File: src/rtl/cdc_hs_pkg.sv
// Shared definitions for the toggle req/ack CDC handshake.
// Define RECV_SYNC3_EN to build the receive side with a 3-flop synchroniser.
package cdc_hs_pkg;

    typedef enum logic {
        ST_IDLE  = 1'b0,
        ST_VALID = 1'b1
    } state_t;

    localparam int unsigned WIDTH_D_DEF = 8;

`ifdef RECV_SYNC3_EN
    localparam int unsigned SYNC_DEPTH = 3;
`else
    localparam int unsigned SYNC_DEPTH = 2;
`endif

endpackage

File: src/rtl/req_toggle_detect.sv
// Synchronises an asynchronous toggle request and emits a one-cycle pulse per toggle.
// Depth follows cdc_hs_pkg::SYNC_DEPTH (RECV_SYNC3_EN selects 3 flops).
module req_toggle_detect
    import cdc_hs_pkg::*;
#(
    parameter int unsigned DEPTH = SYNC_DEPTH
) (
    input  logic clk,
    input  logic rst_n,
    input  logic d,
    output logic pulse
);

    logic [DEPTH-1:0] sync;
    logic             req_d;

    always_ff @(posedge clk or negedge rst_n) begin
        if (!rst_n) begin
            sync  <= '0;
            req_d <= 1'b0;
        end else begin
            sync  <= {sync[DEPTH-2:0], d};
            req_d <= sync[DEPTH-1];
        end
    end

    assign pulse = sync[DEPTH-1] ^ req_d;

endmodule

File: src/rtl/recv_control.sv
// Receive end of the toggle req/ack handshake: captures din per request toggle,
// offers it with valid/ready and toggles b_ack on accept. RECV_SYNC3_EN adds a sync stage.
module recv_control
    import cdc_hs_pkg::*;
#(
    parameter int unsigned WIDTH_D = WIDTH_D_DEF
) (
    input  logic               aclk,
    input  logic               arst_n,
    input  logic               a_req,
    input  logic [WIDTH_D-1:0] din,
    output logic [WIDTH_D-1:0] bdata,
    output logic               bvalid,
    input  logic               bready,
    output logic               b_ack,
    output logic               proto_err
);

    state_t state;
    logic   req_pulse;

    req_toggle_detect #(
        .DEPTH(SYNC_DEPTH)
    ) u_req_detect (
        .clk  (aclk),
        .rst_n(arst_n),
        .d    (a_req),
        .pulse(req_pulse)
    );

    // din is quasi-static here: the sync depth guarantees it settled before the pulse.
    always_ff @(posedge aclk or negedge arst_n) begin
        if (!arst_n) begin
            state     <= ST_IDLE;
            bvalid    <= 1'b0;
            bdata     <= '0;
            b_ack     <= 1'b0;
            proto_err <= 1'b0;
        end else begin
            case (state)
                ST_IDLE: begin
                    if (req_pulse) begin
                        bdata  <= din;
                        state  <= ST_VALID;
                        bvalid <= 1'b1;
                    end
                end
                ST_VALID: begin
                    // A toggle while holding a word is consumed and flagged, never replayed.
                    if (req_pulse) begin
                        proto_err <= 1'b1;
                    end
                    if (bready) begin
                        b_ack  <= ~b_ack;
                        state  <= ST_IDLE;
                        bvalid <= 1'b0;
                    end
                end
                default: begin
                    state  <= ST_IDLE;
                    bvalid <= 1'b0;
                end
            endcase
        end
    end

endmodule

File: config.mk
export PLATFORM = sky130hd
export DESIGN_NAME = recv_control
export DESIGN_NICKNAME = d
export VERILOG_FILES = /design/src/rtl/cdc_hs_pkg.sv /design/src/rtl/req_toggle_detect.sv /design/src/rtl/recv_control.sv
export SDC_FILE = /design/constraint.sdc
export NUM_CORES = 1
export LEC_CHECK = 0
export BUFFER_PORTS_ARGS = -buffer_cell sky130_fd_sc_hd__buf_2
export CAP_MARGIN = 10
export CORE_AREA = 3 3 40 42
export CTS_BUF_LIST = sky130_fd_sc_hd__clkbuf_16
export CTS_CLUSTER_SIZE = 14
export DETAILED_ROUTE_END_ITERATION = 12
export DIE_AREA = 0 0 43 45
export GPL_TIMING_DRIVEN = 1
export PLACE_DENSITY = 0.71
export SLEW_MARGIN = 20
export SYNTH_ARGS = -nofsm -noshare
export SYNTH_HDL_FRONTEND = slang
export SYNTH_SLANG_ARGS = --single-unit
File: constraint.sdc
create_clock -name aclk -period 1.85 [get_ports aclk]
set_input_delay 0.2775 -clock aclk [delete_from_list [all_inputs] [get_ports aclk]]
set_output_delay 0.2775 -clock aclk [all_outputs]
set_load 0.05 [all_outputs]
==> results.py <==
metrics = {
    "global_route": {
        "grt_max_degree": 16,
        "antenna_found_initial": 0,
        "grt_first_pass_wirelength_mm": 1.71,
        "grt_use_total_pct": 13.1,
        "grt_pass1_vias": 352,
        "overflow": 0,
    },
    "worst_setup_path": {
        "r2r_slack_ps": 310,
        "cp_slowest_cell": "and2b_1",
        "end_kind": "flip-flop",
        "start_kind": "flip-flop",
        "worstPathArrival_ps": 1670,
        "path_class": "reg2reg",
        "critPathMaxFanout": 9,
        "crit_chain": "xor2_1 > and2b_1 > mux2_4",
        "worst_path_largest_cell_delay_ps": 490,
        "required_ps": 1970,
    },
    "placement": {
        "gp_congestion": 0.641,
        "io_buffers": 22,
    },
    "synth": {
        "syn_area_sq_um": 561,
        "syn-instance-count": 31,
        "syn_nets": 43,
        "yosys_register_bits": 15,
        "synth_seq_area_share_pct": 67.0,
        "ys_warn_count": 0,
        "syn_area_per_cell_sq_um": 18.1,
        "ys_types": 9,
    },
    "power_and_ir_drop": {
        "clkPwrFrac_pct": 28.1,
        "seqPwrFrac_pct": 32.7,
        "cellPowerDensity_nw_per_um2": 1880,
        "peakVddDrop_mv": 0.995,
        "comb_power_share_pct": 39.2,
        "swShare_pct": 38.6,
        "p_switching_mw": 0.558,
        "internal-power_mw": 0.887,
        "p_leak_nw": 0.388,
    },
    "cells_and_area": {
        "drive_gt1_share_pct": 61.4,
        "utilization_pct": 59.7,
        "final_common_cell": "buf_2",
        "multi_input_area_sq_um": 174,
        "nFillCells": 102,
        "nets": 70,
        "synthToLayoutAreaGrowth_pct": 36.8,
        "final_cell_mix": "22 x buf_2, 15 x dfrtp_1, 8 x mux2_4",
        "antennaDiodeCount": 0,
        "seqCellArea_sq_um": 375,
    },
    "floorplanning": {
        "die_w_um": 43,
        "start_util_pct": 43.6,
        "placementRows": 13,
        "ios": 23,
        "die-area_sq_um": 1940,
        "coreArea_sq_um": 1280,
        "die-height_um": 45,
    },
    "run": {
        "cap_violations": 0,
    },
    "drt": {
        "first_pass_iters": 1,
        "wl_met2_um": 437,
        "drt_iter0_drc": 0,
        "wl_met3_um": 108,
        "top_layer": "met4",
        "drt_wl_total_um": 974,
        "drt-met1-wl_um": 398,
        "drtAntennaViolNets": 0,
        "wl_per_cell_um": 13.5,
        "viasPerCell": 4.75,
        "via_count": 342,
        "drc_errors": 0,
    },
    "sta": {
        "rsz0062_at_grt": "no",
        "period_share_pct": 83.4,
        "slew_headroom_pct": 66.0,
        "fin_skew_ps": 4.37,
        "timing.setup.tns_ps": 0,
        "final_hold_viol_count": 0,
        "worstMarginPinSlew_ps": 509,
        "slew_violations": 0,
        "min_period_ps": 1540,
        "setup_viol": 0,
        "max_freq_ghz": 0.648,
    },
    "cts": {
        "htree_levels": 1,
        "clock_latency_ps": 240,
        "cts_buffers": 3,
        "cts_tree": "yes",
        "clock_sinks": 15,
        "cts_root_buf": "clkbuf_16",
        "path_clk_slew_ps": 50,
        "cts.path.max_buffers": 2,
        "cts_setup_buffers": 0,
    },
    "hold_path": {
        "hold_path_class": "in2reg",
    },
    "status": {
        "status": "completed",
    },
}
## cell families after synthesis
logic type | count (synthesis) | share of synthesized area [%]
flops | 15 | 67.0
xor+xnor | 2 | 3.13
buf+inv | 1 | 2.01
simple gates | 2 | 2.01
mux | 8 | 21.4
compound gates | 3 | 4.47
## worst paths after layout
path / start / depth (start not counted) / end
setup reg to reg: u_req_detect.req_d$_DFF_PN0_ / 3 / bdata[7]$_DFFE_PN0P_
max in group asynchronous: arst_n / 2 / proto_err$_DFFE_PN0P_
hold / removal: a_req / 1 / u_req_detect.sync[0]$_DFF_PN0_
hold reg to reg: u_req_detect.sync[0]$_DFF_PN0_ / 0 / u_req_detect.sync[1]$_DFF_PN0_
min in group asynchronous: arst_n / 2 / bdata[2]$_DFFE_PN0P_
setup / recovery: u_req_detect.req_d$_DFF_PN0_ / 3 / bdata[7]$_DFFE_PN0P_
## registers in the layout (all words and copies together), names as in the netlist
signal,count
bdata,8
u_req_detect.sync,2
b_ack,1
bvalid,1
proto_err,1
state,1
u_req_detect.req_d,1
## per-stage QoR
stage                     hold slack (ps)  setup WS [ps]  std cells  power [mW]  area [sq um]
after CTS                             136            302         72        1.47           767
after global routing                  132            221         72        1.52           767
after detailed placement              194            311         67        1.05           678
after global placement                192            352         67        1.04           678
final                                 142            307         72        1.45           767
after floorplan                     -18.1            580         31       0.925           561
## cell type report
type	count	share of cell area (%)
clock inverters	1	0.489
clock buffers	3	9.79
multi-input cells	15	22.7
repair buffers	23	15.7
flip-flops and latches	15	48.9
well taps	15	2.45
## per-layer routing
metal	vias to the layer above	global-route usage [%]
met5	-	0
met2	18	18.6
met3	4	6.37
met4	0	9.04
li1	157	-
met1	163	15.8
## what timing repair did
item / 4_1_cts / 5_1_grt
hold endpoints to repair: 15 / 0
hold buffers: 1 / 0
resized for setup: 0 / 0
## worst max-delay path, delay by kind of cell (launching register included)
kind                      cells  cell delay, ps
DFF                           1             370
and+or+nand+nor               1             490
muxes                         1             340
xor gates and xnor gates      1             220
## power by group through the flow
stage / combinational [mW] / clock, mW / sequential (mW)
6_report: 0.567 / 0.406 / 0.473
5_1_grt: 0.590 / 0.442 / 0.487
4_1_cts: 0.573 / 0.421 / 0.475
3_5_place_dp: 0.571 / 0 / 0.477
3_3_place_gp: 0.563 / 0 / 0.476
2_1_floorplan: 0.150 / 0 / 0.775
## synth_stat cells
library cell / count / area, sq um
a21o_2: 2 / 17.5
dfrtp_1: 15 / 375
xnor2_1: 1 / 8.76
and2b_1: 1 / 7.51
xor2_1: 1 / 8.76
nand2_1: 1 / 3.75
o21a_1: 1 / 7.51
mux2_4: 8 / 120
buf_6: 1 / 11.3
(Power assumes the default switching activity.)
